[config.mk]
export PLATFORM = sky130hd
export DESIGN_NAME = block_dispatcher
export DESIGN_NICKNAME = d
export VERILOG_FILES = /design/src/rtl/block_dispatcher.sv
export SDC_FILE = /design/constraint.sdc
export NUM_CORES = 1
export LEC_CHECK = 0
export BUFFER_PORTS_ARGS = -buffer_cell sky130_fd_sc_hd__buf_2
export CAP_MARGIN = 0
export CORE_MARGIN = 2
export CORE_UTILIZATION = 55
export CTS_CLUSTER_SIZE = 12
export DETAILED_ROUTE_END_ITERATION = 12
export GPL_TIMING_DRIVEN = 0
export PLACE_DENSITY = 0.75
export SLEW_MARGIN = 5
export SYNTH_ARGS = -nofsm -noshare
export SYNTH_HDL_FRONTEND = slang
export SYNTH_SLANG_ARGS = --single-unit
[constraint.sdc]
create_clock -name clk -period 4.9 [get_ports clk]
set_input_delay 0.49 -clock clk [delete_from_list [all_inputs] [get_ports clk]]
set_output_delay 0.49 -clock clk [all_outputs]
set_load 0.05 [all_outputs]
[src/rtl/block_dispatcher.sv]
// Launch-stage dispatcher: splits a latched kernel thread count into fixed-size
// blocks, hands them to free cores, recycles finished cores and flags kernel done.
module block_dispatcher #(
  parameter int NUM_CORES         = 2,
  parameter int THREADS_PER_BLOCK = 4,
  localparam int TCW              = $clog2(THREADS_PER_BLOCK) + 1
) (
  input  logic                     clk,
  input  logic                     reset,
  input  logic                     start,
  input  logic [7:0]               thread_count,
  input  logic [NUM_CORES-1:0]     core_done,
  output logic [NUM_CORES-1:0]     core_start,
  output logic [NUM_CORES-1:0]     core_reset,
  output logic [NUM_CORES*8-1:0]   core_block_id,
  output logic [NUM_CORES*TCW-1:0] core_thread_count,
  output logic                     done
);

  // state | meaning
  // IDLE  | waiting for start; latches thread count and block total
  // RUN   | retiring finished cores, then handing out blocks in core order
  // DONE  | every block completed; done held until start drops

  typedef enum logic [1:0] {S_IDLE, S_RUN, S_DONE} state_t;

  localparam int           LOG2_TPB = $clog2(THREADS_PER_BLOCK);
  localparam logic [7:0]   TPB_MASK = 8'(THREADS_PER_BLOCK - 1);
  localparam logic [7:0]   TPB_8    = 8'(THREADS_PER_BLOCK);
  localparam logic [TCW-1:0] TPB_TC = TCW'(THREADS_PER_BLOCK);

  state_t                   state_q, state_d;
  logic [7:0]               tc_q, tc_d;
  logic [7:0]               total_q, total_d;
  logic [7:0]               disp_q, disp_d;
  logic [7:0]               comp_q, comp_d;
  logic [NUM_CORES-1:0]     busy_q, busy_d;
  logic [NUM_CORES-1:0]     cool_q, cool_d;
  logic [NUM_CORES-1:0]     start_q, start_d;
  logic [NUM_CORES-1:0]     crst_q, crst_d;
  logic [NUM_CORES*8-1:0]   id_q, id_d;
  logic [NUM_CORES*TCW-1:0] cnt_q, cnt_d;
  logic                     done_q, done_d;

  logic [7:0] disp_v;
  logic [7:0] comp_v;
  logic [7:0] rem;

  always_comb begin
    state_d = state_q;
    tc_d    = tc_q;
    total_d = total_q;
    disp_d  = disp_q;
    comp_d  = comp_q;
    busy_d  = busy_q;
    cool_d  = '0;
    start_d = start_q;
    crst_d  = '0;
    id_d    = id_q;
    cnt_d   = cnt_q;
    done_d  = done_q;
    disp_v  = disp_q;
    comp_v  = comp_q;
    rem     = '0;

    case (state_q)
      S_IDLE: begin
        done_d = 1'b0;
        if (start) begin
          tc_d    = thread_count;
          // ceil without an 8-bit carry out of tc + TPB - 1
          total_d = (thread_count >> LOG2_TPB) + {7'd0, |(thread_count & TPB_MASK)};
          disp_d  = '0;
          comp_d  = '0;
          state_d = S_RUN;
        end
      end

      S_RUN: begin
        if (comp_q == total_q) begin
          state_d = S_DONE;
          done_d  = 1'b1;
        end else begin
          for (int i = 0; i < NUM_CORES; i++) begin
            if (busy_q[i] && core_done[i]) begin
              start_d[i] = 1'b0;
              crst_d[i]  = 1'b1;
              cool_d[i]  = 1'b1;
              busy_d[i]  = 1'b0;
              comp_v     = comp_v + 8'd1;
            end
          end
          // a core retired this cycle still reads busy, so it waits out its pulse
          for (int i = 0; i < NUM_CORES; i++) begin
            if (!busy_q[i] && !cool_q[i] && !crst_q[i] && (disp_v < total_q)) begin
              rem                  = tc_q - (disp_v << LOG2_TPB);
              id_d[i*8 +: 8]       = disp_v;
              cnt_d[i*TCW +: TCW]  = (rem >= TPB_8) ? TPB_TC : rem[TCW-1:0];
              start_d[i]           = 1'b1;
              busy_d[i]            = 1'b1;
              disp_v               = disp_v + 8'd1;
            end
          end
          disp_d = disp_v;
          comp_d = comp_v;
        end
      end

      S_DONE: begin
        if (!start) begin
          done_d  = 1'b0;
          state_d = S_IDLE;
        end
      end

      default: state_d = S_IDLE;
    endcase
  end

  always_ff @(posedge clk) begin
    if (reset) begin
      state_q <= S_IDLE;
      tc_q    <= '0;
      total_q <= '0;
      disp_q  <= '0;
      comp_q  <= '0;
      busy_q  <= '0;
      cool_q  <= '0;
      start_q <= '0;
      crst_q  <= '1;
      id_q    <= '0;
      cnt_q   <= '0;
      done_q  <= 1'b0;
    end else begin
      state_q <= state_d;
      tc_q    <= tc_d;
      total_q <= total_d;
      disp_q  <= disp_d;
      comp_q  <= comp_d;
      busy_q  <= busy_d;
      cool_q  <= cool_d;
      start_q <= start_d;
      crst_q  <= crst_d;
      id_q    <= id_d;
      cnt_q   <= cnt_d;
      done_q  <= done_d;
    end
  end

  assign core_start        = start_q;
  assign core_reset        = crst_q;
  assign core_block_id     = id_q;
  assign core_thread_count = cnt_q;
  assign done              = done_q;

endmodule
After elaboration in Yosys (flattened, before gate mapping). Cells that the tools add are included.

Bits in latches: 0. Logic and storage cells: 91. Bits in read-only memories: 0. Memory bits (writable): 0. Flip-flop bits (word level): 63. Output and inout bits: 27. Memories kept: 0. Input bits: 13.

Magnitude comparators: 4. Reductions and logical operators: 28. Equality and inequality tests: 7. Multiply operators: 0. Add/subtract/negate cells: 7. Shift operators: 0. Div/mod/pow operators: 0. Multiplexer cells: 30. Bitwise logic cells: 1.

Operators with widths (count): two-way mux 8 bit (11); adder 8 x 1 -> 8 bit, second input constant (4); case mux 8 bit (2 select lines) (2); AND reduction 3 bit (7); >= comparator 8 x 3 -> 1 bit, second input constant (2); < comparator 8 bit (2); subtractor 8 bit (2); two-way mux 2 bit (5); equality test 8 bit (1); logical AND 1 bit (8); two-way mux 1 bit (8); != test 2 bit, second input constant (4); adder 6 x 1 -> 7 bit (1); logical NOT 1 bit (6); two-way mux 3 bit (2); case mux 2 bit (3 select lines) (1); nonzero test 2 bit (3); case mux 1 bit (3 select lines) (1); nonzero test 3 bit (1); equality test 2 x 1 -> 1 bit, second input constant (1); equality test 2 bit, second input constant (1); logical NOT 2 bit (1); AND reduction 2 bit (1); OR reduction 2 bit (1); NOT 1 bit (1).

Logic depth before layout (Yosys ltp). Gate-level depths: netlist of run 1.

Depth after elaboration: 12. Mapped depth: 18.

Worst setup path before layout of run 1. Ideal clock, no wire load.

Path kind: register to register. Start point: reg busy_q[0]. End point: reg id_q[12], in the netlist core_block_id[12]. Required time: 4.814 ns. Slack: 0.552 ns. Data arrival time: 4.263 ns. Cell stages (with the launch flop): 16. Buffers on the path: 1. Setup time: 0.086 ns. Cell sequence: dfxtp_1 > or4_4 > a211oi_4 > o2111ai_1 > or3_1 > nor3_1 > xor2_1 > ha_1 > or4_1 > a211oi_1 > o31a_1 > o21ai_2 > nor2_1 > clkbuf_1 > nor2_1 > a211oi_1.

Longest elaborated chain between the ends: 10.

Ends and longest elaborated chain: start, declared (RTL line 37) `logic [NUM_CORES-1:0] busy_q, busy_d;`; start signal, assigned (RTL line 140) `busy_q <= busy_d;`; logical NOT 1 bit (*) (RTL line 95) `if (!busy_q[i] && !cool_q[i] && !crst_q[i] && (disp_v < total_q)) begin`; logical AND 1 bit (*) (3 in series) (RTL line 95); two-way mux 8 bit (*) (RTL line 95); two-way mux 8 bit (*) (RTL line 80) `if (comp_q == total_q) begin`; two-way mux 8 bit (*) (RTL line 66) `case (state_q)`; < comparator 8 bit (RTL line 95); logical AND 1 bit (RTL line 95); AND reduction 3 bit (no line); end signal, assigned (RTL line 144) `id_q <= id_d;`; end, declared (RTL line 41) `logic [NUM_CORES*8-1:0] id_q, id_d;`.

Mark *: on every way between the ends. The rest lies on a longest branch, timed or not. The select of a mux whose other input is x is not followed. A chain may end at the register's enable or synchronous reset.

Worst setup path in the final report of run 1.
Start point: reg total_q[6]. End point: reg disp_q[6].

Longest elaborated chain between the ends: 10. Elaborated cells on any way between the ends: 14.

Ends and longest elaborated chain: start, declared (RTL line 34) `logic [7:0] total_q, total_d;`; start signal, assigned (RTL line 137) `total_q <= total_d;`; < comparator 8 bit (RTL line 95); logical AND 1 bit (RTL line 95); two-way mux 8 bit (RTL line 95); two-way mux 8 bit (RTL line 80); two-way mux 8 bit (RTL line 66); < comparator 8 bit (RTL line 95); logical AND 1 bit (RTL line 95); two-way mux 8 bit (RTL line 95); two-way mux 8 bit (RTL line 80); case mux 8 bit (2 select lines) (RTL line 66); end signal, assigned (RTL line 138) `disp_q <= disp_d;`; end, declared (RTL line 35) `logic [7:0] disp_q, disp_d;`.

Parallel ways exist; a longest one is shown, timed or not. The select of a mux whose other input is x is not followed.

==> results.py, run 1 <==
metrics = {
    "outcome": {
        "status": "complete, no violations",
    },
    "floorplanning": {
        "floorplan.initialDensity_pct": 56.4,
        "dieWidth_microns": 87.2,
        "die_height_microns": 87.2,
        "die_area_sq_mm": 0.00760,
        "placementRows": 30,
        "core_region_area_sq_mm": 0.00676,
        "ios": 40,
    },
    "hold_path": {
        "min_delay_path_depth": 3,
        "hold_path_end": "tc_q[0]$_SDFFE_PP0P_",
        "hold_path.class": "input pin to flop",
        "min_from": "thread_count[0]",
    },
    "cells_and_area": {
        "layout-drive-gt1-share_pct": 14.6,
        "area_growth_pct": 13.6,
        "final_nets": 556,
        "antenna_cells": 0,
    },
    "timing": {
        "setup_violations": 0,
        "rsz0062_at_grt": "false",
        "slew_viol_final": 0,
        "slew-limit-headroom_pct": 52.8,
        "min_period_ns": 4.67,
        "finClkSkew_ns": 0.0144,
        "hold_slack_ns": 0.379,
        "period_share_pct": 95.3,
        "setup_tns_ns": 0,
        "tightest_slew_ns": 0.702,
        "fmax_mhz": 214,
        "finalHoldViolCount": 0,
    },
    "global_routing": {
        "grt_max_degree": 12,
        "antenna_found_initial": 0,
        "grt_pass1_wl_microns": 16200,
        "grt_pass1_vias": 3307,
        "grt_overflow": 0,
        "grtUsageTotal_pct": 27.7,
    },
    "route": {
        "num_vias": 3617,
        "via_per_inst": 6.03,
        "routed_wirelength_microns": 10000,
        "wl_per_cell_microns": 16.7,
        "drc": 0,
        "ant_nets": 0,
        "drtIter0Drc": 272,
        "firstDrtPassIters": 8,
    },
    "yosys": {
        "async_flop_share_pct": 0,
        "synth_edf_count": 0,
        "synth_top_area_share_pct": 32.6,
        "synth-seq-area-share_pct": 32.6,
        "synth_seq_cells": 62,
        "synth_area_sq_mm": 0.00381,
        "yosys_warnings": 0,
        "synth_area_leaders": "dfxtp_1 (33%), ha_1 (8.9%), nand2_1 (5.3%)",
        "syn_nets": 507,
        "synthCells": 466,
        "syn_avg_cell_area_sq_um": 8.17,
        "synth_cell_types": 68,
        "synth_top_area_cell": "dfxtp_1",
        "yosys_most_used_dff": "dfxtp_1",
    },
    "worst_setup_path": {
        "reg2reg_depth": 16,
        "cp.depth": 16,
        "worst-path-buf-inv": 1,
        "cp-start-kind": "flop",
        "endpoint_kind": "flop",
        "crit_family": "simple AND/OR/NAND/NOR gates",
        "slowest_stage": "or4_4",
        "crit_required_ns": 5.17,
        "cpPeakStageDelay_ns": 0.50,
        "crit_fanout": 9,
        "path_cells": "inv_1, ha_1, or4_4, a211oi_4, o2111ai_1, or3_1, nor3_2, xor2_1, ha_1, or4_1, a211oi_1, o31a_1, o21ai_2, or3_1, nand3b_1, a32o_1",
        "r2r_end": "disp_q[6]$_SDFFE_PP0P_",
        "arrival_ns": 4.94,
        "rrSetupSlack_ns": 0.23,
        "crit_type": "flop to flop",
        "r2r-start": "total_q[6]$_SDFFE_PP0P_",
    },
    "power": {
        "p_leak_nw": 1.79,
        "vdd_drop_max_uv": 203,
        "power.total_mw": 1.45,
        "power_density_mw_per_mm2": 335,
    },
    "cts": {
        "h-tree-depth": 3,
        "cts_sinks": 62,
        "clk_pin_slew_ns": 0.08,
        "cts_buffer_depth": 2,
        "clkLatencyLatePin_ns": 0.37,
        "cts_buffers": 9,
        "cts.hold.buffers_added": 0,
        "cts_tree": "built",
        "clock-root-buffer": "clkbuf_8",
    },
    "placed_design": {
        "finalWeightedCongestion": 0.894,
        "dp_hpwl_microns": 7410,
        "port_buffers": 38,
    },
    "flow_run": {
        "cap_viol_max_count": 0,
    },
}
through the flow:
step | setup WS (ns) | instance area (sq um) | utilization [%] | instances
floorplan | 0.552 | 3810 | - | 466
global placement | -0.164 | 4100 | 60.6 | 584
detailed placement | -0.195 | 4100 | 60.6 | 584
CTS | 0.106 | 4320 | 63.9 | 600
global route | 0.0534 | 4330 | 64.0 | 600
finish | 0.229 | 4330 | 64.0 | 600
cell usage after synthesis (4+ instances only):
library cell and count:
dfxtp_1 62, nand2_1 54, nor2_1 41, a21oi_1 38
ha_1 27, inv_1 27, clkbuf_1 20, o21ai_0 14
nor3_1 13, xnor2_1 13, xor2_1 13, a211oi_1 11
nand3_1 10, and3_1 7, nand2b_1 7, nor4_1 6
nor2b_1 5, nor3b_1 5, o21bai_1 5, or3_1 5
a21o_1 4, mux2i_1 4
how the worst max path moves through the flow:
stage,from,end,slack (ns)
5_1_grt,total_q[6]$_SDFFE_PP0P_,disp_q[6]$_SDFFE_PP0P_,0.05
3_3_place_gp,total_q[6]$_SDFFE_PP0P_,core_block_id[12]$_SDFFE_PP0P_,-0.16
6_report,total_q[6]$_SDFFE_PP0P_,disp_q[6]$_SDFFE_PP0P_,0.23
2_1_floorplan,busy_q[0]$_SDFFE_PP0P_,core_block_id[12]$_SDFFE_PP0P_,0.55
4_1_cts,total_q[6]$_SDFFE_PP0P_,core_block_id[12]$_SDFFE_PP0P_,0.11
3_5_place_dp,total_q[6]$_SDFFE_PP0P_,core_block_id[12]$_SDFFE_PP0P_,-0.20
metal layers:
layer	up-vias	track usage [%]	part of all wire [%]
met5	-	0	0
met4	0	8.95	1.4
met3	14	4.36	7.8
met2	145	43.7	45
met1	1704	38.9	46
li1	1754	-	-
registers in the layout, indices dropped and copies added, names as in the netlist:
name               count
busy_q                 1
comp_q                 8
cool_q                 2
core_block_id         16
core_reset             2
core_start             1
core_thread_count      6
disp_q                 8
done                   1
state_q                2
tc_q                   8
total_q                7
where the power goes:
group          total, mW  switching [mW]  internal, mW
registers          0.550          0.0234         0.527
logic              0.385           0.244         0.141
clock network      0.513           0.227         0.286
logic make-up after synthesis:
family                     synth area share (%)
adders and majority gates                  10.2
xor gates and xnor gates                   5.98
AOI/OAI and AO/OA                          20.8
DFF                                        32.6
and+or+nand+nor                            23.1
muxes                                      2.30
buffers and inverters                      5.03
cells in the final DEF (no fill, tap or decap), drive strengths merged, types with 6 or more instances in the layout:
master / n
dfxtp: 62
nand2: 54
nor2: 42
buf: 39
a21oi: 38
clkbuf: 30
inv: 28
ha: 27
o21ai: 17
xnor2: 13
xor2: 13
nor3: 13
a211oi: 12
nand3: 10
nand2b: 7
and3: 7
nor4: 7
or3: 6
worst register-to-register path, cell delays in order, from the launching register on:
cell and delay, ns:
dfxtp_1 0.40, inv_1 0.10, ha_1 0.20, or4_4 0.50, a211oi_4 0.34, o2111ai_1 0.21, or3_1 0.40, nor3_2 0.17
xor2_1 0.17, ha_1 0.22, or4_1 0.42, a211oi_1 0.26, o31a_1 0.19, o21ai_2 0.16, or3_1 0.43, nand3b_1 0.18
a32o_1 0.25
what timing repair did:
item | in CTS | in global routing
endpoints found under the hold margin | 0 | 0
setup endpoints to repair | 11 | 12
setup buffers | 0 | 0
resized for setup | 2 | 2
area by class of cell:
| type | instances | area [sq um] |
|---|---|---|
| multi-input combinational | 355 | 2390 |
| sequential | 62 | 1240 |
| clock inverter | 6 | 86.3 |
| buffer | 21 | 87.6 |
| clock buffer | 10 | 128 |
| inverter | 28 | 105 |
| fill | 615 | 2430 |
| timing repair buffer | 38 | 190 |
| tap | 80 | 100 |
(Power assumes the default switching activity.)
==> run 2: changes to the inputs <==
==> constraint.sdc (replaced) <==
create_clock -name clk -period 4.7 [get_ports clk]
set_input_delay 0.47 -clock clk [delete_from_list [all_inputs] [get_ports clk]]
set_output_delay 0.47 -clock clk [all_outputs]
set_load 0.05 [all_outputs]
==> run 2 against run 1 <==
Sequential cell count is the same. Routed wire length about the same. Power is 4.2% higher. Worst hold slack worse by 0.012 ns. Fmax is 1.6% higher. Final cell count up 0.33%. Via count rose by 0.69%. Clock power increased by 3%. Die area unchanged.
==> results.py, run 2 (synthesis gave the netlist of run 1 again) <==
metrics = {
    "outcome": {
        "status": "complete, no violations",
    },
    "cells_and_area": {
        "stdcell_area_sq_mm": 0.00436,
        "antenna_cells": 0,
        "area_growth_pct": 14.6,
        "final_nets": 558,
        "layout-drive-gt1-share_pct": 15.3,
        "largest_reg_flops": 16,
        "final_cell_mix": "dfxtp_1 (62), nand2_1 (54), nor2_1 (40), a21oi_1 (38), buf_2 (38)",
        "stdcell_count": 602,
        "final_common_cell": "dfxtp_1",
    },
    "power": {
        "p_clk_share_pct": 34.9,
        "swShare_pct": 33.9,
        "p_switching_mw": 0.511,
        "power_density_mw_per_mm2": 346,
        "power_frac_seq_pct": 38.0,
        "vdd_drop_max_uv": 213,
        "p_leak_nw": 1.81,
        "p_int_mw": 0.998,
        "p_comb_share_pct": 27.1,
    },
    "global_routing": {
        "grt_pass1_wl_microns": 16300,
        "grt_max_degree": 12,
        "grtUsageTotal_pct": 27.7,
        "grt_pass1_vias": 3327,
        "antenna_found_initial": 0,
        "grt_overflow": 0,
    },
    "timing": {
        "rsz0062_at_grt": "true",
        "min_period_ns": 4.60,
        "setup_tns_ns": 0,
        "slew-limit-headroom_pct": 54.0,
        "finClkSkew_ns": 0.0139,
        "finalHoldViolCount": 0,
        "period_share_pct": 97.8,
        "slew_viol_final": 0,
        "fmax_mhz": 218,
        "setup_violations": 0,
        "tightest_slew_ns": 0.686,
    },
    "worst_setup_path": {
        "crit_fanout": 9,
        "crit_required_ns": 4.96,
        "crit_type": "flop to flop",
        "arrival_ns": 4.85,
        "cp-start-kind": "flop",
        "endpoint_kind": "flop",
    },
    "floorplanning": {
        "die_area_sq_mm": 0.00760,
        "floorplan.initialDensity_pct": 56.4,
        "ios": 40,
        "placementRows": 30,
        "die_height_microns": 87.2,
        "dieWidth_microns": 87.2,
        "core_region_area_sq_mm": 0.00676,
    },
    "cts": {
        "cts.hold.buffers_added": 0,
        "cts_buffers": 9,
        "clk_pin_slew_ns": 0.08,
        "cts_buffer_depth": 2,
        "cts_sinks": 62,
        "h-tree-depth": 3,
        "clkLatencyLatePin_ns": 0.36,
        "cts_tree": "built",
        "clock-root-buffer": "clkbuf_8",
    },
    "route": {
        "num_vias": 3642,
        "wl_per_cell_microns": 16.6,
        "routed_wirelength_microns": 10000,
        "via_per_inst": 6.05,
        "drtIter0Drc": 283,
        "firstDrtPassIters": 4,
        "drc": 0,
        "ant_nets": 0,
    },
    "placed_design": {
        "port_buffers": 38,
        "dpl.cell_count": 584,
        "finalWeightedCongestion": 0.894,
        "dp_hpwl_microns": 7410,
        "dpl_cell_area_sq_mm": 0.00410,
    },
    "flow_run": {
        "cap_viol_max_count": 0,
    },
    "hold_path": {
        "hold_path.class": "input pin to flop",
    },
}
[run 2: critical path, cell delays in order (launching register included)]
cell,delay [ns]
dfxtp_1,0.39
inv_1,0.10
ha_1,0.20
or4_4,0.50
a211oi_4,0.34
o2111ai_2,0.19
or3_1,0.39
nor3_2,0.17
xor2_1,0.17
ha_1,0.22
or4_1,0.42
a211oi_1,0.26
o31a_1,0.19
o21ai_2,0.16
or3_4,0.40
nand3b_1,0.16
a32o_1,0.26
[run 2: area by class of cell]
cell class / instances / area (sq um)
tap: 80 / 100
sequential: 62 / 1240
multi-input combinational: 355 / 2400
fill: 612 / 2390
clock buffer: 10 / 128
buffer: 21 / 87.6
inverter: 28 / 105
timing repair buffer: 40 / 218
clock inverter: 6 / 86.3
[run 2: power groups by stage]
stage | Combinational [mW] | Clock (mW) | Sequential, mW
floorplan | 0.272 | 0 | 0.609
global placement | 0.382 | 0 | 0.585
detailed placement | 0.391 | 0 | 0.585
CTS | 0.397 | 0.528 | 0.573
global route | 0.450 | 0.554 | 0.577
finish | 0.409 | 0.527 | 0.573
[run 2: path summary, 6_finish.rpt]
path                                      from                           endpoint  slack (ns)  depth (start not counted)
max                    total_q[6]$_SDFFE_PP0P_             disp_q[6]$_SDFFE_PP0P_        0.10                         16
min                            thread_count[0]               tc_q[0]$_SDFFE_PP0P_        0.37                          3
max reg2reg            total_q[6]$_SDFFE_PP0P_             disp_q[6]$_SDFFE_PP0P_        0.10                         16
min reg2reg  core_thread_count[0]$_SDFFE_PP0P_  core_thread_count[0]$_SDFFE_PP0P_        0.45                          2
[run 2: per-layer routing]
metal / vias up / part of all wire, % / global-route usage [%]
li1: 1761 / - / -
met1: 1704 / 47 / 38.6
met2: 164 / 45 / 43.8
met3: 13 / 7.2 / 4.45
met4: 0 / 1.3 / 9.37
met5: - / 0 / 0
[run 2: what timing repair did]
item | in CTS | in global routing
pin swaps | 1 | 2
setup endpoints to repair | 13 | 13
gates resized for setup | 3 | 3
buffers inserted | 0 | 2
[run 2: per-stage QoR]
stage	hold WS [ns]	total power [mW]	worst slack, ns	util [%]
floorplan	0.436	0.881	0.352	-
global placement	0.439	0.966	-0.364	60.6
detailed placement	0.444	0.976	-0.395	60.6
CTS	0.362	1.50	0.0284	63.9
global route	0.366	1.58	-0.0713	64.6
finish	0.366	1.51	0.104	64.6
==> run 3: changes to the inputs <==
--- a/config.mk
+++ b/config.mk
@@ -9,6 +9,7 @@
 export CAP_MARGIN = 0
 export CORE_MARGIN = 2
 export CORE_UTILIZATION = 55
+export CTS_BUF_LIST = sky130_fd_sc_hd__clkbuf_16
 export CTS_CLUSTER_SIZE = 12
 export DETAILED_ROUTE_END_ITERATION = 12
 export GPL_TIMING_DRIVEN = 0
==> run 3 against run 2 <==
Sequential share of layout area fell by 0.68 points. Final cell count did not move. Critical path type unchanged. Register-to-register slack lost 0.04 ns. Non-clock buffer count unchanged.
==> results.py, run 3 (synthesis gave the netlist of run 1 again) <==
metrics = {
    "outcome": {
        "status": "complete, no violations",
    },
    "cells_and_area": {
        "fillCellCount": 581,
        "stdcell_count": 602,
        "final_nets": 558,
        "final_common_cell": "dfxtp_1",
        "largest_reg_flops": 16,
        "area_growth_pct": 17.4,
        "layout-drive-gt1-share_pct": 15.5,
        "antenna_cells": 0,
        "utilization_pct": 66.2,
        "final_cell_mix": "dfxtp_1 (62), nand2_1 (54), nor2_1 (40), a21oi_1 (38), buf_2 (38)",
    },
    "cts": {
        "clkLatencyLatePin_ns": 0.34,
        "clk_pin_slew_ns": 0.06,
        "clock-root-buffer": "clkbuf_16",
        "cts_tree": "built",
        "cts_buffer_depth": 2,
        "cts_sinks": 62,
        "cts_buffers": 9,
        "cts.hold.buffers_added": 0,
        "h-tree-depth": 3,
    },
    "worst_setup_path": {
        "cp-start-kind": "flop",
        "endpoint_kind": "flop",
        "crit_start": "total_q[6]$_SDFFE_PP0P_",
        "crit_type": "flop to flop",
        "crit_fanout": 9,
        "r2r-start": "total_q[6]$_SDFFE_PP0P_",
        "arrival_ns": 4.87,
        "crit_required_ns": 4.93,
    },
    "global_routing": {
        "grtUsageTotal_pct": 28.2,
        "grt_max_degree": 12,
        "grt_overflow": 0,
        "antenna_found_initial": 0,
        "grt_pass1_vias": 3382,
        "grt_pass1_wl_microns": 16600,
    },
    "timing": {
        "tightest_slew_ns": 0.694,
        "min_period_ns": 4.64,
        "rsz0062_at_grt": "true",
        "fmax_mhz": 216,
        "slew_viol_final": 0,
        "setup_tns_ns": 0,
        "finalHoldViolCount": 0,
        "hold_slack_ns": 0.387,
        "period_share_pct": 98.7,
        "setup_violations": 0,
        "finClkSkew_ns": 0.00786,
        "slew-limit-headroom_pct": 53.4,
    },
    "route": {
        "drtIter0Drc": 265,
        "ant_nets": 0,
        "drc": 0,
        "routed_wirelength_microns": 10200,
        "wl_per_cell_microns": 17.0,
        "num_vias": 3699,
        "via_per_inst": 6.14,
        "firstDrtPassIters": 5,
    },
    "floorplanning": {
        "floorplan.initialDensity_pct": 56.4,
        "ios": 40,
        "die_height_microns": 87.2,
        "placementRows": 30,
        "dieWidth_microns": 87.2,
        "die_area_sq_mm": 0.00760,
        "core_region_area_sq_mm": 0.00676,
    },
    "power": {
        "vdd_drop_max_uv": 216,
        "power.total_mw": 1.70,
        "power_density_mw_per_mm2": 381,
        "p_leak_nw": 1.86,
    },
    "flow_run": {
        "cap_viol_max_count": 0,
    },
    "hold_path": {
        "hold_path.class": "input pin to flop",
        "min_from": "thread_count[1]",
    },
    "placed_design": {
        "dpl.cell_count": 584,
        "port_buffers": 38,
        "finalWeightedCongestion": 0.894,
        "dp_hpwl_microns": 7410,
    },
}
[run 3: cell types whose count changed in the layout (fill, tap and decap cells not counted), sizes merged]
| cell | before | now |
|---|---|---|
| clkbuf | 30 | 29 |
| inv | 28 | 29 |
[run 3: worst max-delay path, cell delays in order, from the launching register on]
cell and delay [ns]:
dfxtp_1 0.41, inv_1 0.10, ha_1 0.20, or4_4 0.50, a211oi_4 0.34, o2111ai_2 0.19
or3_1 0.39, nor3_2 0.16, xor2_1 0.17, ha_1 0.22, or4_1 0.42, a211oi_1 0.25
o31a_1 0.19, o21ai_2 0.16, or3_4 0.40, nand3b_1 0.16, a32o_1 0.25
[run 3: cell type report]
type	instances	area [sq um]	share of cell area [%]
flip-flops and latches	62	1240	27.8
plain buffers	21	87.6	1.96
multi-input cells	355	2400	53.8
well taps	80	100	2.24
inverters	28	105	2.35
clock inverters	7	90.1	2.02
clock buffers	9	225	5.04
repair buffers	40	218	4.87
[run 3: path summary, 6_finish.rpt]
kind | slack [ns] | endpoint | depth (start not counted)
max reg2reg | 0.06 | disp_q[6]$_SDFFE_PP0P_ | 16
max | 0.06 | disp_q[6]$_SDFFE_PP0P_ | 16
min | 0.39 | tc_q[1]$_SDFFE_PP0P_ | 3
min reg2reg | 0.45 | core_thread_count[0]$_SDFFE_PP0P_ | 2
[run 3: report_power, final]
group | internal, mW | switching, mW | total, mW
clock network | 0.461 | 0.257 | 0.718
registers | 0.550 | 0.0245 | 0.575
logic | 0.152 | 0.260 | 0.411
[run 3: metrics by stage]
stage	cell area (sq um)	worst slack (ns)
6_report	4470	0.0605
5_1_grt	4470	-0.0814
4_1_cts	4420	0.0253
3_5_place_dp	4100	-0.395
3_3_place_gp	4100	-0.364
2_1_floorplan	3810	0.352
[run 3: routing by layer]
metal	GRT usage, %	part of all wire (%)	up-vias
met5	0	0	-
met4	11.7	2.0	0
met3	3.79	7.2	20
met2	44.3	45	165
met1	39.1	46	1752
li1	-	-	1762
[run 3: repair_timing]
item / 4_1_cts / 5_1_grt
endpoints found under the setup margin: 13 / 13
gates cloned: 0 / 0
buffers inserted: 0 / 2
gates resized for setup: 3 / 4
pin swaps: 1 / 2
